==> src/rtl/uart_pkg.sv <==
// uart_pkg: shared UART baud constants and reset divisor computation
package uart_pkg;
  localparam int OVERSAMPLE_DEF = 16;
  localparam int PHASE_W = $clog2(OVERSAMPLE_DEF);
  // Fixed-point clocks per oversample tick; fraction rounded to nearest, rounding carry folds into the integer part
  function automatic longint def_div_fix(input longint clk_rate, input longint baud, input longint os, input int frac_w);
    longint den;
    den = baud * os;
    return ((clk_rate / den) << frac_w) + ((((clk_rate % den) << frac_w) + den / 2) / den);
  endfunction
endpackage

==> src/rtl/baud_frac_acc.sv <==
// baud_frac_acc: fractional divisor accumulator with add, clear and carry-out
module baud_frac_acc
  import uart_pkg::*;
#(
  parameter int FRAC_W = 4
) (
  input  logic              i_clk,
  input  logic              i_rst_n,
  input  logic              i_add,
  input  logic              i_clr,
  input  logic [FRAC_W-1:0] i_frac,
  output logic              o_carry
);
  logic [FRAC_W-1:0] acc;
  logic [FRAC_W:0] sum;
  assign sum = {1'b0, acc} + {1'b0, i_frac};
  assign o_carry = sum[FRAC_W];
  // Clear wins over add so a divisor change always restarts the fraction from zero
  always_ff @(posedge i_clk or negedge i_rst_n)
    if (!i_rst_n) acc <= '0;
    else if (i_clr) acc <= '0;
    else if (i_add) acc <= sum[FRAC_W-1:0];
endmodule

==> src/rtl/baud_tick_gen.sv <==
// baud_tick_gen: programmable UART oversample and bit tick generator; define BAUD_FRAC_EN for the fractional divisor
module baud_tick_gen
  import uart_pkg::*;
#(
  parameter longint CLK_RATE     = 50000000,
  parameter longint DEFAULT_BAUD = 9600,
  parameter int     OVERSAMPLE   = OVERSAMPLE_DEF,
  parameter int     DIV_W        = 16,
  parameter int     FRAC_W       = 4
) (
  input  logic                          i_clk,
  input  logic                          i_rst_n,
  input  logic                          i_en,
  input  logic [DIV_W-1:0]              i_div_int,
  input  logic [FRAC_W-1:0]             i_div_frac,
  input  logic                          i_div_load,
  output logic                          o_div_ack,
  output logic                          o_tick,
  output logic                          o_bit_tick,
  output logic [$clog2(OVERSAMPLE)-1:0] o_phase
);
  localparam int PW = $clog2(OVERSAMPLE);
  localparam longint DEF_FIX = def_div_fix(CLK_RATE, DEFAULT_BAUD, OVERSAMPLE, FRAC_W);
  localparam logic [DIV_W-1:0] DEF_INT = DIV_W'(DEF_FIX >> FRAC_W);
  logic [DIV_W-1:0] act_int, shd_int, nxt_int, eff_int, cnt;
  logic pending, reload, apply, carry;
  assign reload = i_en && cnt == '0;
  assign apply = pending && (i_en ? reload : !i_div_load);
  assign nxt_int = apply ? shd_int : act_int;
  assign eff_int = nxt_int < DIV_W'(2) ? DIV_W'(2) : nxt_int;
`ifdef BAUD_FRAC_EN
  localparam logic [FRAC_W-1:0] DEF_FRAC = FRAC_W'(DEF_FIX);
  logic [FRAC_W-1:0] act_frac, shd_frac;
  logic acc_carry;
  baud_frac_acc #(.FRAC_W(FRAC_W)) u_acc (
    .i_clk   (i_clk),
    .i_rst_n (i_rst_n),
    .i_add   (reload),
    .i_clr   (!i_en || apply),
    .i_frac  (act_frac),
    .o_carry (acc_carry)
  );
  assign carry = acc_carry && !apply;
`else
  logic unused_frac;
  assign unused_frac = ^i_div_frac;
  assign carry = 1'b0;
`endif
  // Shadow capture and apply handshake; a fresh load in the apply cycle stays pending
  always_ff @(posedge i_clk or negedge i_rst_n)
    if (!i_rst_n) begin
      pending <= 1'b0;
      shd_int <= DEF_INT;
      act_int <= DEF_INT;
      o_div_ack <= 1'b0;
`ifdef BAUD_FRAC_EN
      shd_frac <= DEF_FRAC;
      act_frac <= DEF_FRAC;
`endif
    end else begin
      o_div_ack <= apply;
      pending <= i_div_load || (pending && !apply);
      if (apply) act_int <= shd_int;
      if (i_div_load) shd_int <= i_div_int;
`ifdef BAUD_FRAC_EN
      if (apply) act_frac <= shd_frac;
      if (i_div_load) shd_frac <= i_div_frac;
`endif
    end
  // Period countdown, registered ticks and oversample phase; idle holds the counter at P-1
  always_ff @(posedge i_clk or negedge i_rst_n)
    if (!i_rst_n) begin
      cnt <= '0;
      o_tick <= 1'b0;
      o_bit_tick <= 1'b0;
      o_phase <= '0;
    end else if (!i_en) begin
      cnt <= eff_int - DIV_W'(1);
      o_tick <= 1'b0;
      o_bit_tick <= 1'b0;
      o_phase <= '0;
    end else begin
      cnt <= reload ? eff_int - DIV_W'(1) + DIV_W'(carry) : cnt - DIV_W'(1);
      o_tick <= reload;
      o_bit_tick <= reload && o_phase == PW'(OVERSAMPLE - 1);
      if (reload) o_phase <= o_phase + PW'(1);
    end
endmodule

==> config.mk <==
export PLATFORM = sky130hd
export DESIGN_NAME = baud_tick_gen
export DESIGN_NICKNAME = d
export VERILOG_FILES = /design/src/rtl/uart_pkg.sv /design/src/rtl/baud_frac_acc.sv /design/src/rtl/baud_tick_gen.sv
export SDC_FILE = /design/constraint.sdc
export NUM_CORES = 1
export LEC_CHECK = 0
export CORE_AREA = 3 3 98 100
export DETAILED_ROUTE_END_ITERATION = 6
export DIE_AREA = 0 0 101 103
export DONT_BUFFER_PORTS = 1
export PLACE_DENSITY = 0.46
export SLEW_MARGIN = 20
export SYNTH_ARGS = -nofsm -noshare
export SYNTH_HDL_FRONTEND = slang
export SYNTH_SLANG_ARGS = --single-unit
==> constraint.sdc <==
create_clock -name i_clk -period 3.44 [get_ports i_clk]
set_input_delay 1.032 -clock i_clk [delete_from_list [all_inputs] [get_ports i_clk]]
set_output_delay 1.032 -clock i_clk [all_outputs]
set_load 0.1 [all_outputs]
**Word level (Yosys, flattened, before mapping)**

Cells that the tools add are included.

- Bits in registers: 56
- Bits of input ports: 24
- Logic and storage cells: 31

- Add/subtract/negate cells: 3
- Magnitude comparators: 1
- Eq/ne operators: 2
- Multiplexer cells: 9
- Reduce and logical (&&, ||, !) cells: 8

Operators by type and width:

| operator | count |
|---|---|
| $mux W16 | 4 |
| $sub A16 B1 Y16 const B | 2 |
| $logic_not A16 Y1 | 1 |
| $lt A16 B2 Y1 const B | 1 |
| $mux W4 | 2 |
| $add A4 B1 Y4 const B | 1 |
| $eq A4 B4 Y1 const B | 1 |
| $logic_and A1 B1 Y1 | 4 |
| $mux W1 | 3 |
| $logic_not A1 Y1 | 2 |
| $ne A2 B1 Y1 const B | 1 |
| $logic_or A1 B1 Y1 | 1 |

**Logic depth before layout (Yosys ltp)**

Gate-level depths: netlist of the first run.

- Depth in word-level cells: 10
- Mapped depth: 16

**Least setup slack after synthesis of the first run**

No wires, ideal clock.

- Kind: input -> register
- Start point: in i_div_load
- End point: reg cnt[12]
- Arrival time: 3.058 ns
- Required time: 3.357 ns
- Path slack: 0.298 ns
- Stages: 13
- Buffers on the path: 1
- Path through: or2_2 > nor2_1 > a31oi_4 > inv_4 > buf_12 > mux2i_1 > a31o_2 > ha_1 > nand4_1 > nor4_1 > xor2_1 > mux2i_1 > o21ai_0

- Cells in the longest elaborated chain, start to end: 9

RTL lines:

| what | RTL line | source |
|---|---|---|
| from (decl) | baud_tick_gen.sv:16 | `input logic i_div_load,` |
| $logic_not A1 Y1 (*) | baud_tick_gen.sv:28 | `assign apply = pending && (i_en ? reload : !i_div_load);` |
| $mux W1 (*) | baud_tick_gen.sv:28 |  |
| $logic_and A1 B1 Y1 (*) | baud_tick_gen.sv:28 |  |
| $mux W16 (*) | - |  |
| $lt A16 B2 Y1 | baud_tick_gen.sv:30 | `assign eff_int = nxt_int < DIV_W'(2) ? DIV_W'(2) : nxt_int;` |
| $mux W16 (*) | baud_tick_gen.sv:30 |  |
| $sub A16 B1 Y16 (*) | baud_tick_gen.sv:78, baud_tick_gen.sv:83 |  |
| $mux W16 | baud_tick_gen.sv:83 | `cnt <= reload ? eff_int - DIV_W'(1) + DIV_W'(carry) : cnt - DIV_W'(1);` |
| $mux W16 (*) | baud_tick_gen.sv:77 | `end else if (!i_en) begin` |
| to (signal assigned) | baud_tick_gen.sv:78 | `cnt <= eff_int - DIV_W'(1);` |
| to (signal assigned) | baud_tick_gen.sv:83 |  |
| to (decl) | baud_tick_gen.sv:25 | `logic [DIV_W-1:0] act_int, shd_int, nxt_int, eff_int, cnt;` |

Every way passes the cells marked *; elsewhere a longest branch is shown, timed or not.
A chain may end at the register's enable or synchronous reset.

**Worst setup path in the final report of the first run**

- Start point: reg cnt[0]
- End point: reg cnt[8]

- Cells in the longest elaborated chain, start to end: 10

RTL lines:

| what | RTL line | source |
|---|---|---|
| $logic_not A16 Y1 | baud_tick_gen.sv:27 | `assign reload = i_en && cnt == '0;` |
| $logic_and A1 B1 Y1 | baud_tick_gen.sv:27 |  |
| $mux W1 | baud_tick_gen.sv:28 |  |
| $logic_and A1 B1 Y1 | baud_tick_gen.sv:28 |  |
| $mux W16 | - |  |
| $lt A16 B2 Y1 | baud_tick_gen.sv:30 |  |
| $mux W16 | baud_tick_gen.sv:30 |  |
| $sub A16 B1 Y16 | baud_tick_gen.sv:78, baud_tick_gen.sv:83 |  |
| $mux W16 | baud_tick_gen.sv:83 |  |
| $mux W16 (*) | baud_tick_gen.sv:77 |  |

Marked as above.

==> results.sh, run 1 <==
export IMPL_timing_rr_end="cnt[8]$_DFF_PN0_"
export IMPL_cts_root_buf="clkbuf_8"
export IMPL_ys_flop_type="dfrtp_1"
export IMPL_worst_slew_pin_slew_ns=0.985
export IMPL_ff2ff_path_depth=14
export IMPL_r2r_start="cnt[0]$_DFF_PN0_"
export IMPL_end_kind="flop"
export IMPL_cts_made_buffers=5
export IMPL_top_usage_layer="met2"
export IMPL_drt_pass1_iterations=4
export IMPL_cts_tree="built"
export IMPL_hpwl_um=5220
export IMPL_core_mm2=0.00876
export IMPL_cts_buffer_depth=2
export IMPL_dieHeight_um=103
export IMPL_use_met1_pct=19.6
export IMPL_arrival_ns=3.30
export IMPL_period_minus_slack_ns=3.15
export IMPL_rsz0062_at_grt="false"
export IMPL_setup_viol=0
export IMPL_nNetsFinal=325
export IMPL_use_met2_pct=22.2
export IMPL_slew_headroom_pct=34.3
export IMPL_synth_largest_area_cell="dfrtp_1"
export IMPL_synth_edff_count=0
export IMPL_start_util_pct=35.3
export IMPL_postSynthAreaPerCell_um2=10.6
export IMPL_skew_ns=0.00526
export IMPL_seq_area_frac_synth_pct=45.6
export IMPL_diodes=0
export IMPL_finalCritPeriodShare_pct=91.5
export IMPL_hold_viol=0
export IMPL_synth_cell_types=47
export IMPL_hold_ws_ns=0.413
export IMPL_via_per_inst=5.32
export IMPL_finalMaxSlewViolations=0
export IMPL_cpPeakStageDelay_ns=0.48
export IMPL_rows=34
export IMPL_postCtsHoldBufs=0
export IMPL_ctsResizeCount=0
export IMPL_port_buffers=0
export IMPL_path_clk_slew_ns=0.10
export IMPL_drc=0
export IMPL_wl_per_cell_um=17.0
export IMPL_crit_chain="inv_1, ha_1, nor4b_4, and4_4, a31oi_4, inv_4, mux2i_1, a31o_2, ha_1, buf_4, inv_1, o41ai_1, buf_4, a31oi_1"
export IMPL_grt_pass1_vias=2140
export IMPL_status="finished, final reports clean"
export IMPL_cap_viol_max_count=0
export IMPL_yosysWarnings=0
export IMPL_crit_family="compound AO/OA/AOI/OAI gates"
export IMPL_synth_nets=320
export IMPL_die_area_mm2=0.0104
export IMPL_grt_use_met3_pct=2.50
export IMPL_timing_setup_tns_ns=0
export IMPL_synth_seq_cells=56
export IMPL_crit_path_max_fanout=7
export IMPL_critPathRequiredTime_ns=3.59
export IMPL_yosys_top_cells_area="dfrtp_1 (39%), mux2_2 (10%), dfstp_2 (6.8%)"
export IMPL_gp_congestion=0.827
export IMPL_hold_path_class="input pin to async pin"
export IMPL_slowest_stage="o41ai_1"
export IMPL_crit_path_start_kind="flop"
export IMPL_grt_max_degree=57
export IMPL_ios=31
export IMPL_critPathBufInv=5
export IMPL_cts_sinks=56
export IMPL_grt_use_total_pct=14.0
export IMPL_crit_type="flop to flop"
export IMPL_clock_fmax_ghz=0.318
export IMPL_synth_area_mm2=0.00309
export IMPL_cellPowerDensity_mw_per_mm2=522
export IMPL_drt_iter0_markers=96
export IMPL_grt_pass1_wl_um=11400
export IMPL_dr_total_vias=2160
export IMPL_area_growth_pct=7.28
export IMPL_antenna_found_initial=0
export IMPL_reg2reg_slack_ns=0.29
export IMPL_die_w_um=101
export IMPL_async_reset_ff_share_pct=100
export IMPL_yosysTopAreaCellShare_pct=38.9
export IMPL_cts_max_level=2
export IMPL_ant_nets=0
export IMPL_drive_gt1_share_pct=19.8
export IMPL_finalWirelength_um=6900
export IMPL_grt_overflow=0
export IMPL_post_cts_buffers=0
export IMPL_syn_inst=292
export IMPL_vdd_drop_max_mv=0.224
export IMPL_clkLatencyLatePin_ns=0.30
export IMPL_p_leak_uw=0.00134
cell families (layout without fill, tap and decap cells):
kind of cell | Yosys count | in the layout | synth area share (%)
flops | 56 | 56 | 45.6
mux | 44 | 44 | 15.5
fa+ha+maj | 4 | 4 | 1.62
xor+xnor | 21 | 21 | 5.95
buf+inv | 19 | 25 | 2.99
compound gates | 35 | 35 | 8.38
simple gates | 113 | 113 | 19.9
layout make-up:
cell class,count,area [µm²]
multi-input cells,217,1590
well taps,108,135
repair buffers,7,52.6
clock buffers,8,90.1
flip-flops and latches,56,1410
fillers,883,5450
inverters,10,40.0
placed cells by master, fill, tap and decap left out, types with 9 or more instances in the layout:
| cell type | synthesis | layout |
|---|---|---|
| xor2_1 | 10 | 10 |
| mux2_2 | 28 | 28 |
| mux2i_1 | 15 | 15 |
| dfrtp_1 | 48 | 48 |
| nor2_1 | 23 | 23 |
| nor3_1 | 17 | 17 |
| inv_1 | 9 | 9 |
| nor4_1 | 12 | 12 |
| o21ai_0 | 10 | 10 |
| nand2_1 | 25 | 25 |
| xnor2_1 | 11 | 11 |
through the flow:
stage | cells | utilization (%) | area, µm² | worst slack, ns | power [µW]
after detailed placement | 398 | 36.8 | 3230 | 0.0234 | 1380
after floorplan | 292 | - | 3090 | 0.298 | 1250
after global routing | 406 | 37.8 | 3320 | 0.0793 | 1860
after CTS | 406 | 37.8 | 3320 | 0.283 | 1760
final | 406 | 37.8 | 3320 | 0.292 | 1730
after global placement | 398 | 36.8 | 3230 | 0.0232 | 1370
cell usage after synthesis, types with 3 or more instances:
| cell type | number |
|---|---|
| nor3_1 | 17 |
| or3_1 | 3 |
| dfrtp_1 | 48 |
| clkbuf_1 | 6 |
| o211ai_1 | 4 |
| nor4_1 | 12 |
| and2_1 | 6 |
| mux2_2 | 28 |
| nor2_1 | 23 |
| ha_1 | 4 |
| inv_1 | 9 |
| nand4_1 | 7 |
| xor2_1 | 10 |
| nand2_1 | 25 |
| mux2i_1 | 15 |
| xnor2_1 | 11 |
| nand3_1 | 6 |
| o21ai_0 | 10 |
| dfstp_2 | 8 |
| nand3b_1 | 3 |
| a211oi_1 | 4 |
flip-flops by register name, indices dropped and copies added, names as in the netlist:
register    cells
o_div_ack       1
cnt            16
shd_int        16
act_int        16
o_bit_tick      1
o_tick          1
pending         1
o_phase         4
per-layer routing:
layer  wire length (µm)  share of wire (%)
met1               3330                 48
met2               3260                 47
met3                243                3.5
met4                 65               0.94
met5                  0                  0
power breakdown:
| part | internal [µW] | switching [µW] | total (µW) |
|---|---|---|---|
| logic | 211 | 210 | 421 |
| clock network | 165 | 203 | 368 |
| registers | 791 | 152 | 943 |
| total | 1170 | 566 | 1730 |
how the worst max path moves through the flow:
stage,start,endpoint,slack [ns],cells after the start
after floorplan,i_div_load,cnt[12]$_DFF_PN0_,0.30,13
after global placement,i_div_load,cnt[8]$_DFF_PN0_,0.02,12
after detailed placement,i_div_load,cnt[8]$_DFF_PN0_,0.02,12
after CTS,cnt[0]$_DFF_PN0_,cnt[8]$_DFF_PN0_,0.28,14
after global routing,cnt[0]$_DFF_PN0_,cnt[8]$_DFF_PN0_,0.08,14
final,cnt[0]$_DFF_PN0_,cnt[8]$_DFF_PN0_,0.29,14
No activity file was read; power rests on OpenSTA's default activity.
==> run 2: changes to the inputs <==
--- a/config.mk
+++ b/config.mk
@@ -5,9 +5,10 @@
 export SDC_FILE = /design/constraint.sdc
 export NUM_CORES = 1
 export LEC_CHECK = 0
-export CORE_AREA = 3 3 98 100
+export CORE_AREA = 2 2 97 99
+export CTS_CLUSTER_DIAMETER = 50
 export DETAILED_ROUTE_END_ITERATION = 6
-export DIE_AREA = 0 0 101 103
+export DIE_AREA = 0 0 99 101
 export DONT_BUFFER_PORTS = 1
 export PLACE_DENSITY = 0.46
 export SLEW_MARGIN = 20
==> run 2 against run 1 <==
Against the previous run: total power fell by 0.15%; fmax rose by 3.0%; clock skew rose by 0.0012 ns; wire length rose by 1.1%; critical path depth did not move; sequential cell count did not move; hold slack got worse by 0.016 ns; cell area rose by 0.30%; via count rose by 2.5%; largest power group unchanged; non-clock buffer count rose by 2.
==> results.sh, run 2 (same netlist as run 1, synthesis figures left out) <==
export IMPL_area_growth_pct=7.61
export IMPL_grt_overflow=0
export IMPL_postCtsHoldBufs=0
export IMPL_drt_iter0_markers=97
export IMPL_drt_pass1_iterations=4
export IMPL_cts_sinks=56
export IMPL_vdd_drop_max_mv=0.174
export IMPL_die_area_mm2=0.0100
export IMPL_end_kind="flop"
export IMPL_dp_slack_ns=0.106
export IMPL_die_w_um=99
export IMPL_final_cell_mix="dfrtp_1 (48), mux2_2 (28), nand2_1 (25), nor2_1 (23), nor3_1 (17)"
export IMPL_grt_pass1_vias=2274
export IMPL_crit_family="simple AND/OR/NAND/NOR gates"
export IMPL_arrival_ns=3.24
export IMPL_drc=0
export IMPL_dieHeight_um=101
export IMPL_finalWirelength_um=6970
export IMPL_crit_type="flop to flop"
export IMPL_top_regs="act_int (16), cnt (16), shd_int (16)"
export IMPL_clkLatencyLatePin_ns=0.31
export IMPL_critPathRequiredTime_ns=3.62
export IMPL_multi_input_area_mm2=0.00159
export IMPL_setup_viol=0
export IMPL_post_cts_buffers=0
export IMPL_seq_area_mm2=0.00141
export IMPL_switching_share_pct=33.7
export IMPL_timing_setup_tns_ns=0
export IMPL_core_mm2=0.00898
export IMPL_skew_ns=0.00651
export IMPL_cellPowerDensity_mw_per_mm2=520
export IMPL_p_int_uw=1150
export IMPL_final_common_cell="dfrtp_1"
export IMPL_dr_total_vias=2214
export IMPL_rows=35
export IMPL_drive_gt1_share_pct=20.3
export IMPL_ctsResizeCount=0
export IMPL_via_per_inst=5.39
export IMPL_port_buffers=0
export IMPL_status="finished, final reports clean"
export IMPL_cts_max_level=2
export IMPL_wl_per_cell_um=17.0
export IMPL_seqPwrFrac_pct=54.7
export IMPL_crit_chain="inv_1, ha_1, nor4b_4, and4_4, a31oi_4, inv_4, mux2i_1, a31o_2, ha_1, nand4_1, nor4_1, xor2_1, mux2i_1, o21ai_0"
export IMPL_fillers=914
export IMPL_slew_headroom_pct=34.4
export IMPL_cts_made_buffers=5
export IMPL_grt_pass1_wl_um=12000
export IMPL_diodes=0
export IMPL_period_minus_slack_ns=3.06
export IMPL_crit_path_start_kind="flop"
export IMPL_critPathBufInv=2
export IMPL_comb_power_share_pct=24.5
export IMPL_worst_slew_pin_slew_ns=0.984
export IMPL_antenna_found_initial=0
export IMPL_gp_congestion=0.787
export IMPL_hold_viol=0
export IMPL_path_clk_slew_ns=0.10
export IMPL_rsz0062_at_grt="false"
export IMPL_p_leak_uw=0.00134
export IMPL_hpwl_um=5150
export IMPL_cpPeakStageDelay_ns=0.40
export IMPL_finalMaxSlewViolations=0
export IMPL_clkPwrFrac_pct=20.8
export IMPL_grt_use_total_pct=15.1
export IMPL_reg2reg_slack_ns=0.38
export IMPL_ios=31
export IMPL_setup_slack_ns=0.382
export IMPL_start_util_pct=34.4
export IMPL_cts_root_buf="clkbuf_8"
export IMPL_hold_path_class="input pin to async pin"
export IMPL_clock_fmax_ghz=0.327
export IMPL_cts_tree="built"
export IMPL_cap_viol_max_count=0
export IMPL_slowest_stage="dfrtp_1"
export IMPL_grt_max_degree=57
export IMPL_crit_path_max_fanout=5
export IMPL_finalCritPeriodShare_pct=88.9
export IMPL_p_sw_uw=583
export IMPL_nNetsFinal=327
export IMPL_ant_nets=0
export IMPL_cts_buffer_depth=2
run 2: through the flow:
step | total power (µW) | cell area [µm²] | util (%) | hold slack (ns) | std cells
6_report | 1730 | 3330 | 37.1 | 0.397 | 411
5_1_grt | 1850 | 3330 | 37.1 | 0.372 | 411
4_1_cts | 1750 | 3330 | 37.1 | 0.391 | 411
3_5_place_dp | 1380 | 3250 | 36.2 | 0.519 | 403
3_3_place_gp | 1380 | 3250 | 36.2 | 0.512 | 403
2_1_floorplan | 1250 | 3090 | - | 0.486 | 292
run 2: per-layer routing:
metal / share of wire, % / up-vias / GRT usage [%]
li1: - / 1073 / -
met1: 48 / 1097 / 20.7
met2: 47 / 29 / 24.2
met3: 2.5 / 15 / 2.22
met4: 2.4 / 0 / 5.90
met5: 0 / - / 0
run 2: power by group through the flow:
stage	clock network, µW	logic [µW]	registers [µW]
finish	360	424	947
global route	402	479	970
CTS	377	428	947
detailed placement	0	423	959
global placement	0	422	956
floorplan	0	336	918
run 2: final timing paths:
kind                                     endpoint                  from  depth (start not counted)
setup reg to reg                cnt[12]$_DFF_PN0_      cnt[0]$_DFF_PN0_                         14
setup / recovery                cnt[12]$_DFF_PN0_      cnt[0]$_DFF_PN0_                         14
max in group asynchronous  shd_int[0]$_DFFE_PN1P_               i_rst_n                          0
hold / removal               o_bit_tick$_DFF_PN0_               i_rst_n                          0
hold reg to reg              act_int[1]$_DFF_PN0_  act_int[1]$_DFF_PN0_                          2
min in group i_clk           act_int[1]$_DFF_PN0_  act_int[1]$_DFF_PN0_                          2
run 2: cell type report:
class	count	share of cell area (%)
inverters	10	1.20
flip-flops and latches	56	42.4
repair buffers	9	2.03
clock buffers	7	2.29
multi-input cells	217	47.7
clock inverters	1	0.150
well taps	111	4.17
run 2: worst reg2reg max path, stage by stage, from the launching register on:
cell	delay, ns
dfrtp_1	0.40
inv_1	0.10
ha_1	0.18
nor4b_4	0.24
and4_4	0.32
a31oi_4	0.15
inv_4	0.09
mux2i_1	0.22
a31o_2	0.17
ha_1	0.19
nand4_1	0.16
nor4_1	0.27
xor2_1	0.11
mux2i_1	0.21
o21ai_0	0.10
==> run 3: changes to the inputs <==
--- a/config.mk
+++ b/config.mk
@@ -10,7 +10,9 @@
 export DETAILED_ROUTE_END_ITERATION = 6
 export DIE_AREA = 0 0 99 101
 export DONT_BUFFER_PORTS = 1
+export MAX_ROUTING_LAYER = met4
 export PLACE_DENSITY = 0.46
+export SETUP_SLACK_MARGIN = 0.05
 export SLEW_MARGIN = 20
 export SYNTH_ARGS = -nofsm -noshare
 export SYNTH_HDL_FRONTEND = slang
==> run 3 against run 2 <==
Against the previous run: register-to-register slack improved by 0.02 ns; total power about the same; fmax grew 0.72%; largest cell class unchanged; count of clock-buffer cells in the layout unchanged; non-clock buffer count unchanged; sequential cell count stayed put; first-iteration DRC count up 23%; wire length up 0.27%; clock skew about the same; sequential share of layout area unchanged; critical path type unchanged; combinational power hardly changed; highest routed layer unchanged.
==> results.sh, run 3 (same netlist as run 1, synthesis figures left out) <==
export IMPL_final_cell_mix="dfrtp_1 (48), mux2_2 (28), nand2_1 (25), nor2_1 (23), nor3_1 (17)"
export IMPL_grt_pass1_vias=2275
export IMPL_grt_overflow=0
export IMPL_status="finished, final reports clean"
export IMPL_path_clk_slew_ns=0.10
export IMPL_core_mm2=0.00898
export IMPL_cts_root_buf="clkbuf_8"
export IMPL_vdd_drop_max_mv=0.174
export IMPL_port_buffers=0
export IMPL_finalWirelength_um=6990
export IMPL_hpwl_um=5150
export IMPL_die_area_mm2=0.0100
export IMPL_arrival_ns=3.21
export IMPL_slew_headroom_pct=34.1
export IMPL_hold_viol=0
export IMPL_crit_path_start_kind="flop"
export IMPL_drt_iter0_markers=119
export IMPL_cap_viol_max_count=0
export IMPL_cts_buffer_depth=2
export IMPL_cellPowerDensity_mw_per_mm2=520
export IMPL_drive_gt1_share_pct=20.3
export IMPL_timing_setup_tns_ns=0
export IMPL_drc=0
export IMPL_post_route_util_pct=37.1
export IMPL_reg2reg_slack_ns=0.40
export IMPL_grt_use_total_pct=15.6
export IMPL_setup_slack_ns=0.404
export IMPL_grt_pass1_wl_um=12000
export IMPL_end_kind="flop"
export IMPL_dieHeight_um=101
export IMPL_fillers=914
export IMPL_ios=31
export IMPL_die_w_um=99
export IMPL_post_cts_buffers=0
export IMPL_worst_slew_pin_slew_ns=0.988
export IMPL_diodes=0
export IMPL_grt_max_degree=57
export IMPL_cts_max_level=2
export IMPL_period_minus_slack_ns=3.04
export IMPL_dr_total_vias=2215
export IMPL_drt_pass1_iterations=4
export IMPL_cts_made_buffers=5
export IMPL_setup_viol=0
export IMPL_rows=35
export IMPL_dp_slack_ns=0.106
export IMPL_power_total_uw=1730
export IMPL_cts_tree="built"
export IMPL_skew_ns=0.00629
export IMPL_hold_path_class="input pin to async pin"
export IMPL_top_regs="act_int (16), cnt (16), shd_int (16)"
export IMPL_antenna_found_initial=0
export IMPL_via_per_inst=5.39
export IMPL_critPathRequiredTime_ns=3.62
export IMPL_crit_type="flop to flop"
export IMPL_ctsResizeCount=0
export IMPL_finalCritPeriodShare_pct=88.2
export IMPL_hold_ws_ns=0.397
export IMPL_final_common_cell="dfrtp_1"
export IMPL_rsz0062_at_grt="false"
export IMPL_finalMaxSlewViolations=0
export IMPL_crit_path_max_fanout=5
export IMPL_cts_sinks=56
export IMPL_gp_congestion=0.798
export IMPL_ant_nets=0
export IMPL_start_util_pct=34.4
export IMPL_clock_fmax_ghz=0.329
export IMPL_p_leak_uw=0.00134
export IMPL_area_growth_pct=7.61
export IMPL_postCtsHoldBufs=0
export IMPL_nNetsFinal=327
export IMPL_wl_per_cell_um=17.0
export IMPL_clkLatencyLatePin_ns=0.31
run 3: cell counts in the layout (fill, tap and decap cells not counted):
No cell type changed its count.
run 3: area by class of cell:
type | count | area, µm² | area share (%)
Multi-Input combinational cell | 217 | 1590 | 47.7
Inverter | 10 | 40.0 | 1.20
Tap cell | 111 | 139 | 4.17
Sequential cell | 56 | 1410 | 42.4
Clock buffer | 7 | 76.3 | 2.29
Clock inverter | 1 | 5.00 | 0.150
Timing Repair Buffer | 9 | 67.6 | 2.03
run 3: final timing paths:
check                           cells after the start                  from                endpoint
worst max-delay path                               14      cnt[0]$_DFF_PN0_       cnt[12]$_DFF_PN0_
worst min-delay path                                0               i_rst_n    o_bit_tick$_DFF_PN0_
worst max register to register                     14      cnt[0]$_DFF_PN0_       cnt[12]$_DFF_PN0_
worst min register to register                      2  act_int[1]$_DFF_PN0_    act_int[1]$_DFF_PN0_
max in group asynchronous                           0               i_rst_n  shd_int[0]$_DFFE_PN1P_
min in group i_clk                                  2  act_int[1]$_DFF_PN0_    act_int[1]$_DFF_PN0_
run 3: through the flow:
step | instance area [µm²] | cells
6_report | 3330 | 411
5_1_grt | 3330 | 411
4_1_cts | 3330 | 411
3_5_place_dp | 3250 | 403
3_3_place_gp | 3250 | 403
2_1_floorplan | 3090 | 292
run 3: layer usage:
layer | vias to the layer above | global-route usage [%] | part of all wire (%)
met3 | 15 | 2.01 | 2.9
li1 | 1072 | - | -
met2 | 40 | 24.1 | 47
met5 | - | - | 0
met1 | 1088 | 20.9 | 48
met4 | 0 | 5.90 | 2.4
run 3: power breakdown:
group	internal, µW	switching, µW	leakage (µW)	total, µW
Clock	144	216	0.0000422	359
Sequential	791	156	0.000665	946
Combinational	213	210	0.000635	423
run 3: critical path: stages (launching register included):
cell	delay [ns]
dfrtp_1	0.40
inv_1	0.10
ha_1	0.17
nor4b_4	0.24
and4_4	0.33
a31oi_4	0.15
inv_4	0.09
mux2i_1	0.22
a31o_2	0.16
ha_1	0.19
nand4_1	0.16
nor4_1	0.27
xor2_1	0.11
mux2i_1	0.20
o21ai_0	0.10
